$ cat src/rtl/pc_redirect_ctrl_if.sv
// Redirect strobes and exception requests from main control, plus the PC/EPC/vector-read controls back to the datapath.
interface pc_redirect_ctrl_if;
  logic       seq_req;
  logic       beq_req;
  logic       bne_req;
  logic       j_req;
  logic       jr_req;
  logic       eret_req;
  logic       zero;
  logic [2:0] exc_req;
  logic       vec_ready;
  logic [1:0] PCsource;
  logic       PCWrite;
  logic       EPCWrite;
  logic       vec_rd;
  logic [7:0] vec_addr;
  logic [1:0] cause;
  logic       busy;
  logic       fault;

  modport master (
    output seq_req, beq_req, bne_req, j_req, jr_req, eret_req, zero, exc_req, vec_ready,
    input  PCsource, PCWrite, EPCWrite, vec_rd, vec_addr, cause, busy, fault
  );

  modport slave (
    input  seq_req, beq_req, bne_req, j_req, jr_req, eret_req, zero, exc_req, vec_ready,
    output PCsource, PCWrite, EPCWrite, vec_rd, vec_addr, cause, busy, fault
  );
endinterface

$ cat src/rtl/pc_redirect_ctrl.sv
// PC source/write sequencer with exception entry (enabled by PCCTRL_EXC_EN); outputs follow a sampled strobe by one cycle.
// No backpressure: every request is dropped while busy, and a stalled vector read times out into a sticky fault.
module pc_redirect_ctrl #(
  parameter logic [7:0]  VEC_BASE     = 8'hFD,
  parameter int unsigned VEC_WAIT_MAX = 15
) (
  input logic               clk,
  input logic               reset,
  pc_redirect_ctrl_if.slave bus
);

`ifdef PCCTRL_EXC_EN
  localparam bit EXC_EN = 1'b1;
`else
  localparam bit EXC_EN = 1'b0;
`endif

  localparam logic [3:0] WAIT_LAST = 4'(VEC_WAIT_MAX - 1);

  typedef enum logic [1:0] {IDLE, EXC_SAVE, EXC_FETCH, EXC_LOAD} state_t;

  state_t     state;
  logic [3:0] wait_cnt;
  logic [1:0] pcsource_q;
  logic       pcwrite_q;
  logic       epcwrite_q;
  logic       vec_rd_q;
  logic [7:0] vec_addr_q;
  logic [1:0] cause_q;
  logic       busy_q;
  logic       fault_q;
  logic [1:0] exc_cause;
  logic       br_taken;

  always_comb begin
    exc_cause = 2'd2;
    if (bus.exc_req[0])      exc_cause = 2'd0;
    else if (bus.exc_req[1]) exc_cause = 2'd1;
  end

  assign br_taken = (bus.beq_req && bus.zero) || (bus.bne_req && !bus.zero);

  always_ff @(posedge clk or negedge reset) begin
    if (!reset) begin
      state      <= IDLE;
      wait_cnt   <= 4'd0;
      pcsource_q <= 2'b11;
      pcwrite_q  <= 1'b0;
      epcwrite_q <= 1'b0;
      vec_rd_q   <= 1'b0;
      vec_addr_q <= VEC_BASE;
      cause_q    <= 2'd0;
      busy_q     <= 1'b0;
      fault_q    <= 1'b0;
    end else begin
      pcwrite_q  <= 1'b0;
      epcwrite_q <= 1'b0;
      case (state)
        IDLE: begin
          // An exception swallows any redirect strobe arriving in the same cycle.
          if (EXC_EN && (|bus.exc_req)) begin
            cause_q    <= exc_cause;
            vec_addr_q <= VEC_BASE + {6'd0, exc_cause};
            epcwrite_q <= 1'b1;
            busy_q     <= 1'b1;
            state      <= EXC_SAVE;
          end else if (bus.eret_req) begin
            pcsource_q <= 2'b01;
            pcwrite_q  <= 1'b1;
          end else if (bus.jr_req) begin
            pcsource_q <= 2'b10;
            pcwrite_q  <= 1'b1;
          end else if (bus.j_req) begin
            pcsource_q <= 2'b00;
            pcwrite_q  <= 1'b1;
          end else if (bus.beq_req || bus.bne_req) begin
            if (br_taken) begin
              pcsource_q <= 2'b11;
              pcwrite_q  <= 1'b1;
            end
          end else if (bus.seq_req) begin
            pcsource_q <= 2'b11;
            pcwrite_q  <= 1'b1;
          end
        end
        EXC_SAVE: begin
          vec_rd_q <= 1'b1;
          wait_cnt <= 4'd0;
          state    <= EXC_FETCH;
        end
        EXC_FETCH: begin
          if (bus.vec_ready) begin
            vec_rd_q   <= 1'b0;
            pcsource_q <= 2'b10;
            pcwrite_q  <= 1'b1;
            state      <= EXC_LOAD;
          end else if (wait_cnt == WAIT_LAST) begin
            // Give up on the handler; PC stays where it was.
            vec_rd_q <= 1'b0;
            busy_q   <= 1'b0;
            fault_q  <= 1'b1;
            state    <= IDLE;
          end else begin
            wait_cnt <= wait_cnt + 4'd1;
          end
        end
        EXC_LOAD: begin
          busy_q <= 1'b0;
          state  <= IDLE;
        end
        default: state <= IDLE;
      endcase
    end
  end

  assign bus.PCsource = pcsource_q;
  assign bus.PCWrite  = pcwrite_q;
  assign bus.EPCWrite = epcwrite_q;
  assign bus.vec_rd   = vec_rd_q;
  assign bus.vec_addr = vec_addr_q;
  assign bus.cause    = cause_q;
  assign bus.busy     = busy_q;
  assign bus.fault    = fault_q;

endmodule

$ cat src/flat_wrapper.sv
// flat-port wrapper written by rule: the top's interface ports become plain ports
module pc_redirect_ctrl_flat 
#(
  parameter logic [7:0]  VEC_BASE     = 8'hFD,
  parameter int unsigned VEC_WAIT_MAX = 15
)
  (clk, reset, bus_seq_req, bus_beq_req, bus_bne_req, bus_j_req, bus_jr_req, bus_eret_req, bus_zero, bus_exc_req, bus_vec_ready, bus_PCsource, bus_PCWrite, bus_EPCWrite, bus_vec_rd, bus_vec_addr, bus_cause, bus_busy, bus_fault);
  pc_redirect_ctrl_if bus_i ();
  input logic clk;
  input logic reset;
  input wire logic [$bits(bus_i.seq_req)-1:0] bus_seq_req;
  input wire logic [$bits(bus_i.beq_req)-1:0] bus_beq_req;
  input wire logic [$bits(bus_i.bne_req)-1:0] bus_bne_req;
  input wire logic [$bits(bus_i.j_req)-1:0] bus_j_req;
  input wire logic [$bits(bus_i.jr_req)-1:0] bus_jr_req;
  input wire logic [$bits(bus_i.eret_req)-1:0] bus_eret_req;
  input wire logic [$bits(bus_i.zero)-1:0] bus_zero;
  input wire logic [$bits(bus_i.exc_req)-1:0] bus_exc_req;
  input wire logic [$bits(bus_i.vec_ready)-1:0] bus_vec_ready;
  output wire logic [$bits(bus_i.PCsource)-1:0] bus_PCsource;
  output wire logic [$bits(bus_i.PCWrite)-1:0] bus_PCWrite;
  output wire logic [$bits(bus_i.EPCWrite)-1:0] bus_EPCWrite;
  output wire logic [$bits(bus_i.vec_rd)-1:0] bus_vec_rd;
  output wire logic [$bits(bus_i.vec_addr)-1:0] bus_vec_addr;
  output wire logic [$bits(bus_i.cause)-1:0] bus_cause;
  output wire logic [$bits(bus_i.busy)-1:0] bus_busy;
  output wire logic [$bits(bus_i.fault)-1:0] bus_fault;
  assign bus_i.seq_req = bus_seq_req;
  assign bus_i.beq_req = bus_beq_req;
  assign bus_i.bne_req = bus_bne_req;
  assign bus_i.j_req = bus_j_req;
  assign bus_i.jr_req = bus_jr_req;
  assign bus_i.eret_req = bus_eret_req;
  assign bus_i.zero = bus_zero;
  assign bus_i.exc_req = bus_exc_req;
  assign bus_i.vec_ready = bus_vec_ready;
  assign bus_PCsource = bus_i.PCsource;
  assign bus_PCWrite = bus_i.PCWrite;
  assign bus_EPCWrite = bus_i.EPCWrite;
  assign bus_vec_rd = bus_i.vec_rd;
  assign bus_vec_addr = bus_i.vec_addr;
  assign bus_cause = bus_i.cause;
  assign bus_busy = bus_i.busy;
  assign bus_fault = bus_i.fault;
  pc_redirect_ctrl #(.VEC_BASE(VEC_BASE), .VEC_WAIT_MAX(VEC_WAIT_MAX)) u_core (.clk(clk), .reset(reset), .bus(bus_i));
endmodule
$ cat config.mk
export PLATFORM = sky130hd
export DESIGN_NAME = pc_redirect_ctrl_flat
export DESIGN_NICKNAME = d
export VERILOG_FILES = /design/src/rtl/pc_redirect_ctrl_if.sv /design/src/rtl/pc_redirect_ctrl.sv /design/src/flat_wrapper.sv
export SDC_FILE = /design/constraint.sdc
export NUM_CORES = 1
export LEC_CHECK = 0
export ABC_AREA = 1
export BUFFER_PORTS_ARGS = -buffer_cell sky130_fd_sc_hd__buf_2
export CAP_MARGIN = 20
export CORE_AREA = 2 2 41 47
export DETAILED_ROUTE_END_ITERATION = 7
export DIE_AREA = 0 0 43 49
export PLACE_DENSITY_LB_ADDON = 0.3
export SLEW_MARGIN = 20
export SYNTH_ARGS = -nofsm -noshare
export SYNTH_HDL_FRONTEND = slang
export SYNTH_SLANG_ARGS = --single-unit
export TNS_END_PERCENT = 5
$ cat constraint.sdc
create_clock -name clk -period 3.95 [get_ports clk]
set_input_delay 0 -clock clk [delete_from_list [all_inputs] [get_ports clk]]
set_output_delay 0 -clock clk [all_outputs]
set_load 0.01 [all_outputs]
==> Word level (Yosys, flattened, before mapping) <==
Cells that the tools add are included.
W data, S select, Z words.
{ "word_totals": {"register_bits": 12, "elab_cells": 63} }
{ "classes": {"n_bitwise": 1, "n_addsub": 1, "eq_ne": 11, "n_mux": 27, "reduce_logical": 16} }
{ "op_table": {"columns": ["cell", "n"], "rows": [
  ["$mux W2", 9],
  ["$ne A6 B5 Y1 const B", 2],
  ["$mux W1", 10],
  ["$reduce_and A3 Y1", 3],
  ["$mux W4", 2],
  ["$pmux W4 S2", 1],
  ["$ne A2 B2 Y1 const B", 3],
  ["$pmux W1 S2", 3],
  ["$pmux W2 S3", 1],
  ["$reduce_bool A2 Y1", 3],
  ["$add A4 B1 Y4 const B", 1],
  ["$eq A2 B2 Y1 const B", 2],
  ["$eq A4 B4 Y1 const B", 1],
  ["$pmux W2 S2", 1],
  ["$reduce_and A2 Y1", 2],
  ["$reduce_and A4 Y1", 1],
  ["$ne A3 B2 Y1 const B", 1],
  ["$reduce_bool A3 Y1", 1],
  ["$eq A2 B1 Y1 const B", 1],
  ["$logic_and A1 B1 Y1", 2],
  ["$logic_not A2 Y1", 1],
  ["$logic_or A1 B1 Y1", 2],
  ["$ne A2 B1 Y1 const B", 1],
  ["$logic_not A1 Y1", 1],
  ["$not A1 Y1", 1]
]} }

==> Longest topological paths before layout <==
Gate-level depths: netlist of run 1.
{ "depth": {"ltp_word": 9, "mapped_depth": 9, "mapped_depth_nobuf": 8} }

==> Worst setup path before layout of run 1 <==
OpenSTA, ideal clock, no wires.
{ "synth_timing": {"kind": "register to register", "from": "reg u_core.state[0]", "to": "reg u_core.pcsource_q[0] (netlist: u_core.bus.PCsource[0])", "required_time_ns": 3.874, "n_path_buf": 1, "path_stages_with_launch": 10, "setup_time_ns": 0.076, "t_arrival_ns": 1.180, "slack_ns": 2.694, "period_less_slack_ns": 1.256, "cell_sequence": "dfrtp_1 > inv_1 > ha_1 > buf_6 > nand2_2 > o21ai_1 > nor2_2 > nand2_1 > nand2_1 > nand2_1"} }
{ "synth_via": {"elab_chain_len": 3, "elab_cells_between_ends": 8} }
{ "synth_rtl": {"columns": ["item", "line_no", "text"], "rows": [
  ["from (decl)", "pc_redirect_ctrl.sv:22", "state_t state;"],
  ["from (signal assigned)", "pc_redirect_ctrl.sv:45", "state <= IDLE;"],
  ["from (signal assigned)", "pc_redirect_ctrl.sv:66", "state <= EXC_SAVE;"],
  ["from (signal assigned)", "pc_redirect_ctrl.sv:89", "state <= EXC_FETCH;"],
  ["$logic_not A2 Y1 / $eq A2 B2 Y1 (equally long branches)", "pc_redirect_ctrl.sv:58", "case (state)"],
  ["$ne A6 B5 Y1 (no line) (tied with other cells)", null, null],
  ["$reduce_and A4 Y1 (no line)", null, null],
  ["to (signal assigned)", "pc_redirect_ctrl.sv:68", "pcsource_q <= 2'b01;"],
  ["to (signal assigned)", "pc_redirect_ctrl.sv:71", "pcsource_q <= 2'b10;"],
  ["to (signal assigned)", "pc_redirect_ctrl.sv:74", "pcsource_q <= 2'b00;"],
  ["to (decl)", "pc_redirect_ctrl.sv:24", "logic [1:0] pcsource_q;"]
]} }
Parallel ways exist; a longest one is shown, timed or not.
A chain may end at the register's enable or synchronous reset.

==> Final worst setup path of run 1 <==
{ "layout_timing": {"from": "reg u_core.state[0]", "to": "reg u_core.wait_cnt[0]"} }
{ "layout_via": {"elab_chain_len": 3, "elab_cells_between_ends": 7} }
{ "layout_rtl": {"columns": ["item", "line_no", "text"], "rows": [
  ["$eq A2 B2 Y1 / $eq A2 B1 Y1 (equally long branches)", "pc_redirect_ctrl.sv:58", null],
  ["$ne A2 B2 Y1 (no line) / $reduce_bool A2 Y1 (equally long branches)", null, null],
  ["$reduce_and A3 Y1 (no line)", null, null],
  ["to (signal assigned)", "pc_redirect_ctrl.sv:104", "wait_cnt <= wait_cnt + 4'd1;"],
  ["to (decl)", "pc_redirect_ctrl.sv:23", "logic [3:0] wait_cnt;"]
]} }
Parallel ways exist; a longest one is shown, timed or not.

==> reports/qor.csv, run 1 <==
stage,metric,value,unit
outcome,outcome,"complete, no violations",
synthesis,synth.distinct_cells,19,
clocking,clkSinkCount,11,
detailed_routing,detail-route-antenna-nets,0,
pwr,p_comb_share,12.1,%
global_routing,grt_pass1_vias,596,
finish,n_antenna_cell,0,
detailed_routing,drt_iter0_markers,9,
worst_setup_path,arrival,1.71,ns
clocking,cts_root_buffer,clkbuf_4,
clocking,path_clk_slew,0.07,ns
detailed_routing,wl_per_cell,9.30,um
pwr,internal_power,0.000164,W
timing,drv_slew,0,
placed_design,globalplace.congestion,0.755,
worst_setup_path,crit_type,register to register,
worst_setup_path,worstPathRequired,4.10,ns
clocking,cts_tree,yes,
floorplan,dieWidth,43,um
worst_setup_path,cpPeakStageDelay,0.42,ns
global_routing,grt_max_degree,12,
detailed_routing,viasPerCell,4.57,
clocking,htree_num_levels,1,
timing,tns,0,ns
timing,fin_skew,0.00310,ns
worst_setup_path,cp_slowest_cell,dfrtp_1,
finish,nFillCells,174,
pwr,power_switching_share,25.4,%
finish,stdcell_count,138,
timing,fin_crit_sh,39.3,%
timing,rsz0062_at_grt,no,
detailed_routing,drc,0,
finish,utilization,50.6,%
clocking,clockBufferDepth,2,
min_path,hold_class,input port to register,
detailed_routing,via_count,630,
worst_setup_path,worstPathCellList,inv_1 -> ha_1 -> inv_1 -> nand2_1 -> nand2_1 -> nand3_1 -> o21ai_1,
pwr,p_sw,0.0000559,W
timing,max_freq,644,MHz
synthesis,ys_ff_latch,11,
synthesis,synth.avg_cell_area,7.57,sq um
synthesis,ys_seq_area_share,36.0,%
pwr,ir_drop,163,uV
clocking,post_cts_buffers,0,
synthesis,syn_area,772,sq um
finish,syn2layout_area_growth,10.2,%
pwr,power.total,0.000220,W
worst_setup_path,crit_start,u_core.state[0]$_DFFE_PN0P_,
floorplan,dieHeight,49,um
clocking,clkLatencyLatePin,0.26,ns
global_routing,grt_overflow,0,
min_path,worstHoldStart,bus_seq_req,
detailed_routing,dr.pass1.iters,4,
pwr,p_leak,0.475,nW
floorplan,core_area,1680,sq um
finish,nets,140,
finish,final_layout_size_suffix_gt1_share,20.0,%
clocking,numCtsBuffers,3,
pwr,p_per_area,259,nW/um^2
synthesis,ys_warn_count,10,
timing,hold_violations,0,
placed_design,port_buffers,14,
global_routing,grt_usage,14.0,%
worst_setup_path,crit_fanout,9,
floorplan,rows,16,
floorplan,fp.dieArea,2110,sq um
flow_run,cap_violations,0,
worst_setup_path,r2r_start,u_core.state[0]$_DFFE_PN0P_,
pwr,clkPwrFrac,34.9,%
worst_setup_path,end_kind,register,
pwr,p_seq_share,53.0,%
placed_design,dp_hpwl,1030,um
timing,fin_crit,1.55,ns
floorplan,start_util,45.9,%
worst_setup_path,start_kind,register,
floorplan,io_pins,30,
timing,setup_viol,0,
synthesis,syn_inst,102,
global_routing,grt_pass1_wl,2300,um
global_routing,antenna_found_initial,0,
placed_design,place_inst,132,
detailed_routing,wl,1280,um
==> registers in the layout, indices dropped and copies added (netlist names) <==
name	count
u_core.bus.vec_rd	1
u_core.wait_cnt	4
u_core.bus.PCsource	2
u_core.state	2
u_core.bus.PCWrite	1
u_core.bus.fault	1
==> power by group through the flow <==
stage / Clock (W) / Combinational [W] / Sequential [W]
floorplan: 0 / 0.0000215 / 0.000120
global placement: 0 / 0.0000246 / 0.000119
detailed placement: 0 / 0.0000251 / 0.000119
CTS: 0.0000788 / 0.0000267 / 0.000117
global route: 0.0000854 / 0.0000306 / 0.000117
finish: 0.0000768 / 0.0000265 / 0.000117
==> repair_timing <==
item                      4_1_cts  5_1_grt
gates resized for setup         0        0
hold buffers                    2        0
hold endpoints to repair       12        0
==> cells in the mapped netlist <==
| library cell | n | share of area, % |
|---|---|---|
| dfrtp_1 | 9 | 29 |
| o21ai_0 | 4 | 2.6 |
| nand2_1 | 26 | 13 |
| conb_1 | 1 | 0.49 |
| o21bai_1 | 1 | 0.97 |
| nand3_2 | 1 | 1.3 |
| ha_1 | 6 | 9.7 |
| nor2_1 | 12 | 5.8 |
| buf_6 | 1 | 1.5 |
| nand3_1 | 11 | 7.1 |
| nor2_2 | 1 | 0.81 |
| dfstp_2 | 2 | 6.8 |
| xor2_1 | 1 | 1.1 |
| inv_1 | 9 | 4.4 |
| o21ai_1 | 2 | 1.3 |
| nor3_2 | 1 | 1.3 |
| nand2_2 | 1 | 0.81 |
| buf_4 | 12 | 12 |
| inv_2 | 1 | 0.49 |
==> cell families (layout without fill, tap and decap cells) <==
logic type / count (synthesis) / count (layout) / synth area share, %
compound gates: 7 / 7 / 4.86
xor+xnor: 1 / 1 / 1.13
fa+ha+maj: 6 / 6 / 9.72
buf+inv: 23 / 30 / 18.0
flops: 11 / 11 / 36.0
other cells: 1 / 12 / 0.486
simple gates: 53 / 53 / 29.8
==> placed cells by master (no fill, tap or decap) <==
cell type / Yosys / layout
buf_2: 0 / 14
nand3_1: 11 / 11
nand2_1: 26 / 26
nor2_1: 12 / 12
dlygate4sd3_1: 0 / 2
o21ai_1: 2 / 2
clkbuf_4: 0 / 3
nor3_2: 1 / 1
o21ai_0: 4 / 4
ha_1: 6 / 6
nor2_2: 1 / 1
inv_1: 9 / 9
nand3_2: 1 / 1
nand2_2: 1 / 1
xor2_1: 1 / 1
inv_2: 1 / 1
dfstp_2: 2 / 2
dfrtp_1: 9 / 9
conb_1: 1 / 12
clkbuf_1: 0 / 1
o21bai_1: 1 / 1
==> worst max-delay path, delay by kind of cell (launching register included) <==
family,cells,cell delay (ns)
DFF,1,0.42
AOI/OAI and AO/OA,1,0.07
buffers and inverters,2,0.24
adders and majority gates,1,0.37
and+or+nand+nor,3,0.35
==> area by class of cell <==
type                       count  area [sq um]  area share [%]
clock buffer                   4          26.3            3.09
inverter                      10          37.5            4.41
multi-input combinational     79           397            46.6
sequential                    11           278            32.6
tap                           18          22.5            2.65
timing repair buffer          16          90.1            10.6
==> path summary, 6_finish.rpt <==
path	slack, ns	to	cells after the start
worst max-delay path	2.40	u_core.wait_cnt[0]$_DFFE_PN0P_	7
worst max register to register	2.40	u_core.wait_cnt[0]$_DFFE_PN0P_	7
max in group asynchronous	3.56	u_core.bus.PCsource[0]$_DFFE_PN1P_	2
min in group asynchronous	0.13	u_core.bus.fault$_DFFE_PN0P_	2
worst min-delay path	0.08	u_core.bus.PCWrite$_DFF_PN0_	5
worst min register to register	0.46	u_core.bus.PCsource[0]$_DFFE_PN1P_	2
==> per-stage QoR <==
step	area, sq um	setup slack [ns]	hold WS [ns]
2_1_floorplan	813	2.69	-0.296
3_3_place_gp	805	2.42	-0.120
3_5_place_dp	805	2.41	-0.116
4_1_cts	851	2.39	0.0823
5_1_grt	851	2.20	0.0919
6_report	851	2.40	0.0800
==> metal layers <==
layer | GRT usage (%) | share of wire, % | vias to the layer above
met4 | 3.03 | 0 | 0
li1 | - | - | 331
met3 | 3.33 | 4.4 | 0
met5 | 0 | 0 | -
met1 | 17.8 | 44 | 283
met2 | 23.7 | 51 | 16
Note: power is estimated with default switching activity, not from simulation.
==> inputs of run 2 (changes only) <==
--- a/config.mk
+++ b/config.mk
@@ -8,9 +8,9 @@
 export ABC_AREA = 1
 export BUFFER_PORTS_ARGS = -buffer_cell sky130_fd_sc_hd__buf_2
 export CAP_MARGIN = 20
-export CORE_AREA = 2 2 41 47
+export CORE_AREA = 2 2 42 48
 export DETAILED_ROUTE_END_ITERATION = 7
-export DIE_AREA = 0 0 43 49
+export DIE_AREA = 0 0 44 50
 export PLACE_DENSITY_LB_ADDON = 0.3
 export SLEW_MARGIN = 20
 export SYNTH_ARGS = -nofsm -noshare
==> constraint.sdc (replaced) <==
create_clock -name clk -period 1.6 [get_ports clk]
set_input_delay 0 -clock clk [delete_from_list [all_inputs] [get_ports clk]]
set_output_delay 0 -clock clk [all_outputs]
set_load 0.01 [all_outputs]
==> reports/qor.csv, run 2 (synthesized netlist as in run 1, its figures left out) <==
stage,metric,value,unit
timing,fin_skew,0.00630,ns
floorplan,fp.dieArea,2200,sq um
pwr,p_leak,0.476,nW
worst_setup_path,endpoint,u_core.wait_cnt[0]$_DFFE_PN0P_,
placed_design,dp_hpwl,1060,um
worst_setup_path,crit_start,u_core.state[0]$_DFFE_PN0P_,
worst_setup_path,r2r_start,u_core.state[0]$_DFFE_PN0P_,
timing,hold_violations,0,
worst_setup_path,arrival,1.53,ns
placed_design,globalplace.congestion,0.751,
global_routing,grt_overflow,0,
global_routing,grt_max_degree,12,
clocking,post_cts_buffers,0,
global_routing,grt_usage,14.8,%
floorplan,rows,16,
clocking,htree_num_levels,1,
worst_setup_path,cp_slowest_cell,dfrtp_1,
global_routing,antenna_found_initial,0,
worst_setup_path,cpPeakStageDelay,0.42,ns
finish,largest_reg_flops,4,
placed_design,port_buffers,14,
pwr,ir_drop,456,uV
detailed_routing,detail-route-antenna-nets,0,
detailed_routing,dr.pass1.iters,4,
detailed_routing,drc,0,
timing,setup_viol,0,
placed_design,placed_area,805,sq um
finish,stdcell_area,863,sq um
finish,nets,140,
finish,layout_commonest_cell,nand2_1,
detailed_routing,wl,1330,um
timing,max_freq,720,MHz
timing,fin_crit_sh,86.8,%
timing,rsz0062_at_grt,no,
clocking,cts_tree,yes,
worst_setup_path,end_kind,register,
worst_setup_path,reg2reg_depth,7,
finish,syn2layout_area_growth,11.8,%
floorplan,dieHeight,50,um
floorplan,core_area,1720,sq um
worst_setup_path,reg2reg_to,u_core.wait_cnt[0]$_DFFE_PN0P_,
detailed_routing,via_count,643,
clocking,clkLatencyLatePin,0.26,ns
finish,nFillCells,175,
floorplan,dieWidth,44,um
pwr,p_per_area,629,nW/um^2
worst_setup_path,worstPathCellList,inv_1 -> ha_4 -> inv_1 -> nand2_1 -> nand2_1 -> nand3_1 -> o21ai_1,
clocking,clkSinkCount,11,
worst_setup_path,worstPathRequired,1.74,ns
timing,fin_crit,1.39,ns
detailed_routing,wl_per_cell,9.61,um
global_routing,grt_pass1_wl,2480,um
floorplan,io_pins,30,
clocking,clockBufferDepth,2,
floorplan,start_util,44.8,%
finish,n_antenna_cell,0,
clocking,path_clk_slew,0.08,ns
clocking,cts_root_buffer,clkbuf_4,
clocking,numCtsBuffers,3,
timing,tns,0,ns
worst_setup_path,crit_fanout,9,
finish,final_layout_size_suffix_gt1_share,20.8,%
worst_setup_path,start_kind,register,
flow_run,cap_violations,0,
detailed_routing,drt_iter0_markers,6,
worst_setup_path,r2r_slack,0.21,ns
timing,drv_slew,0,
global_routing,grt_pass1_vias,644,
min_path,hold_class,input port to register,
worst_setup_path,crit_type,register to register,
finish,mostFrequentLayoutCells,"26 x nand2_1, 14 x buf_2, 12 x nor2_1, 12 x conb_1, 11 x nand3_1",
finish,largest-register,u_core.wait_cnt,
detailed_routing,viasPerCell,4.66,
outcome,outcome,"complete, no violations",
run 2: cell types whose count changed in the layout (fill, tap and decap cells not counted):
cell	previous run	this run
ha_1	6	5
ha_4	0	1
run 2: per-stage QoR:
step | instances | power (W) | hold slack, ns | util [%] | setup WS [ns]
finish | 138 | 0.000543 | 0.0617 | 50.1 | 0.211
global route | 138 | 0.000578 | 0.0974 | 50.1 | 0.00385
CTS | 138 | 0.000552 | 0.0626 | 49.4 | 0.0229
detailed placement | 132 | 0.000355 | -0.119 | 46.7 | 0.0446
global placement | 132 | 0.000354 | -0.123 | 46.7 | 0.129
floorplan | 113 | 0.000349 | -0.296 | - | 0.344
run 2: power breakdown:
group          switching (W)  internal [W]  total (W)  leakage (nW)
combinational      0.0000422     0.0000232  0.0000654         0.319
clock              0.0000930     0.0000963   0.000189        0.0150
sequential        0.00000230      0.000286   0.000288         0.142
run 2: what timing repair did:
action | CTS | global route
hold buffers | 2 | 0
setup endpoints to repair | 0 | 3
endpoints found under the hold margin | 12 | 0
resized for setup | 0 | 2
run 2: final cells by class:
cell class	count	area (sq um)	area share, %
multi-input cells	79	409	47.4
well taps	18	22.5	2.61
clock buffers	4	26.3	3.04
inverters	10	37.5	4.35
flip-flops and latches	11	278	32.2
repair buffers	16	90.1	10.4
run 2: critical path, delay by kind of cell (launching register included):
kind	cells	cell delay (ns)
and+or+nand+nor	3	0.35
adders and majority gates	1	0.21
AOI/OAI and AO/OA	1	0.07
DFF	1	0.42
buffers and inverters	2	0.22
run 2: per-layer routing:
layer  GRT usage (%)  part of all wire (%)  up-vias
met2            26.5                    49       19
met4            4.04                  0.68        0
met1            17.2                    45      291
li1                -                     -      331
met3            3.30                   5.0        2
met5               0                     0        -
run 2: worst min-delay path by stage:
stage | start | end | slack [ns] | depth (start not counted)
after floorplan | reset | u_core.bus.PCWrite$_DFF_PN0_ | -0.30 | 0
after global placement | reset | u_core.bus.PCWrite$_DFF_PN0_ | -0.12 | 1
after detailed placement | reset | u_core.bus.PCWrite$_DFF_PN0_ | -0.12 | 1
after CTS | bus_eret_req | u_core.bus.PCsource[1]$_DFFE_PN1P_ | 0.06 | 4
after global routing | bus_seq_req | u_core.bus.PCWrite$_DFF_PN0_ | 0.1 | 5
final | bus_eret_req | u_core.bus.PCsource[1]$_DFFE_PN1P_ | 0.06 | 4
==> inputs of run 3 (changes only) <==
--- a/config.mk
+++ b/config.mk
@@ -11,7 +11,7 @@
 export CORE_AREA = 2 2 42 48
 export DETAILED_ROUTE_END_ITERATION = 7
 export DIE_AREA = 0 0 44 50
-export PLACE_DENSITY_LB_ADDON = 0.3
+export PLACE_DENSITY = 0.73
 export SLEW_MARGIN = 20
 export SYNTH_ARGS = -nofsm -noshare
 export SYNTH_HDL_FRONTEND = slang
==> reports/qor.csv, run 3 (synthesized netlist as in run 1, its figures left out) <==
stage,metric,value,unit
outcome,outcome,"complete, no violations",
clocking,post_cts_buffers,0,
clocking,clockBufferDepth,2,
timing,fin_crit_sh,88.8,%
worst_setup_path,end_kind,register,
clocking,path_clk_slew,0.07,ns
finish,n_antenna_cell,0,
global_routing,grt_pass1_wl,2260,um
timing,hold_violations,0,
clocking,numCtsBuffers,3,
detailed_routing,drt_iter0_markers,4,
worst_setup_path,worstPathRequired,1.77,ns
finish,largest_reg_flops,4,
global_routing,grt_usage,14.4,%
floorplan,dieWidth,44,um
pwr,p_leak,0.474,nW
finish,nets,140,
floorplan,core_area,1720,sq um
finish,final_layout_size_suffix_gt1_share,20.8,%
placed_design,dp_hpwl,1000,um
detailed_routing,wl,1300,um
finish,utilization,49.6,%
min_path,hold_class,input port to register,
detailed_routing,wl_per_cell,9.43,um
timing,setup_viol,0,
floorplan,dieHeight,50,um
pwr,p_per_area,647,nW/um^2
timing,layout_setup_ws,0.179,ns
finish,mostFrequentLayoutCells,"26 x nand2_1, 14 x buf_2, 12 x nor2_1, 12 x conb_1, 11 x nand3_1",
placed_design,globalplace.congestion,0.713,
detailed_routing,detail-route-antenna-nets,0,
clocking,clkSinkCount,11,
worst_setup_path,arrival,1.59,ns
timing,drv_slew,0,
detailed_routing,via_count,628,
timing,fin_skew,0.00607,ns
detailed_routing,viasPerCell,4.55,
pwr,ir_drop,307,uV
global_routing,grt_overflow,0,
placed_design,pre_cts_ws,0.101,ns
finish,syn2layout_area_growth,10.5,%
global_routing,grt_pass1_vias,593,
clocking,cts_root_buffer,clkbuf_4,
floorplan,fp.dieArea,2200,sq um
finish,layout_commonest_cell,nand2_1,
detailed_routing,drc,0,
timing,max_freq,704,MHz
worst_setup_path,start_kind,register,
floorplan,io_pins,30,
clocking,clkLatencyLatePin,0.28,ns
floorplan,rows,16,
floorplan,start_util,44.8,%
flow_run,cap_violations,0,
finish,largest-register,u_core.wait_cnt,
worst_setup_path,crit_type,register to register,
clocking,cts_tree,yes,
global_routing,antenna_found_initial,0,
placed_design,port_buffers,14,
timing,tns,0,ns
global_routing,grt_max_degree,12,
timing,fin_crit,1.42,ns
timing,whs,0.0396,ns
detailed_routing,dr.pass1.iters,4,
clocking,htree_num_levels,1,
worst_setup_path,crit_fanout,9,
## run 3: final cells by class
class / count / area [sq um]
inverters: 10 / 37.5
flip-flops and latches: 11 / 278
well taps: 18 / 22.5
fillers: 176 / 868
clock buffers: 4 / 26.3
multi-input cells: 79 / 399
repair buffers: 16 / 90.1
## run 3: what timing repair did
item | CTS | global route
endpoints found under the setup margin | 0 | 4
endpoints found under the hold margin | 12 | 0
gates resized for setup | 0 | 1
hold buffers | 2 | 0
## run 3: metal layers
metal / share of wire [%] / up-vias / wire length [um] / global-route usage (%)
li1: - / 330 / - / -
met1: 41 / 270 / 535 / 14.9
met2: 50 / 25 / 646 / 24.3
met3: 6.6 / 3 / 86 / 4.40
met4: 2.5 / 0 / 32 / 9.09
met5: 0 / - / 0 / 0
## run 3: where the power goes
part	switching, W	internal, W
sequential	0.00000193	0.000286
combinational	0.0000422	0.0000232
clock	0.000102	0.0000969
total	0.000146	0.000406
## run 3: path summary, 6_finish.rpt
| check | from | to | slack [ns] | cells after the start |
|---|---|---|---|---|
| max | u_core.state[0]$_DFFE_PN0P_ | u_core.wait_cnt[3]$_DFFE_PN0P_ | 0.18 | 7 |
| min reg2reg | u_core.bus.PCsource[1]$_DFFE_PN1P_ | u_core.bus.PCsource[1]$_DFFE_PN1P_ | 0.46 | 2 |
| max in group asynchronous | reset | u_core.bus.PCsource[0]$_DFFE_PN1P_ | 1.23 | 2 |
| min in group asynchronous | reset | u_core.state[1]$_DFFE_PN0P_ | 0.11 | 2 |
| min | bus_eret_req | u_core.bus.PCsource[1]$_DFFE_PN1P_ | 0.04 | 4 |
| max reg2reg | u_core.state[0]$_DFFE_PN0P_ | u_core.wait_cnt[3]$_DFFE_PN0P_ | 0.18 | 7 |
## run 3: critical path, cell delays in order (launching register included)
cell and delay, ns:
dfrtp_1 0.42, inv_1 0.10, ha_2 0.29, nand3_2 0.18, nor2_1 0.16, nand2_1 0.06
nand2_1 0.06, nor2_1 0.04
## run 3: metrics by stage
step	area, sq um	total power (W)	instances
after floorplan	813	0.000349	113
after detailed placement	805	0.000355	132
after global routing	853	0.000585	138
after CTS	851	0.000561	138
after global placement	805	0.000354	132
final	853	0.000552	138
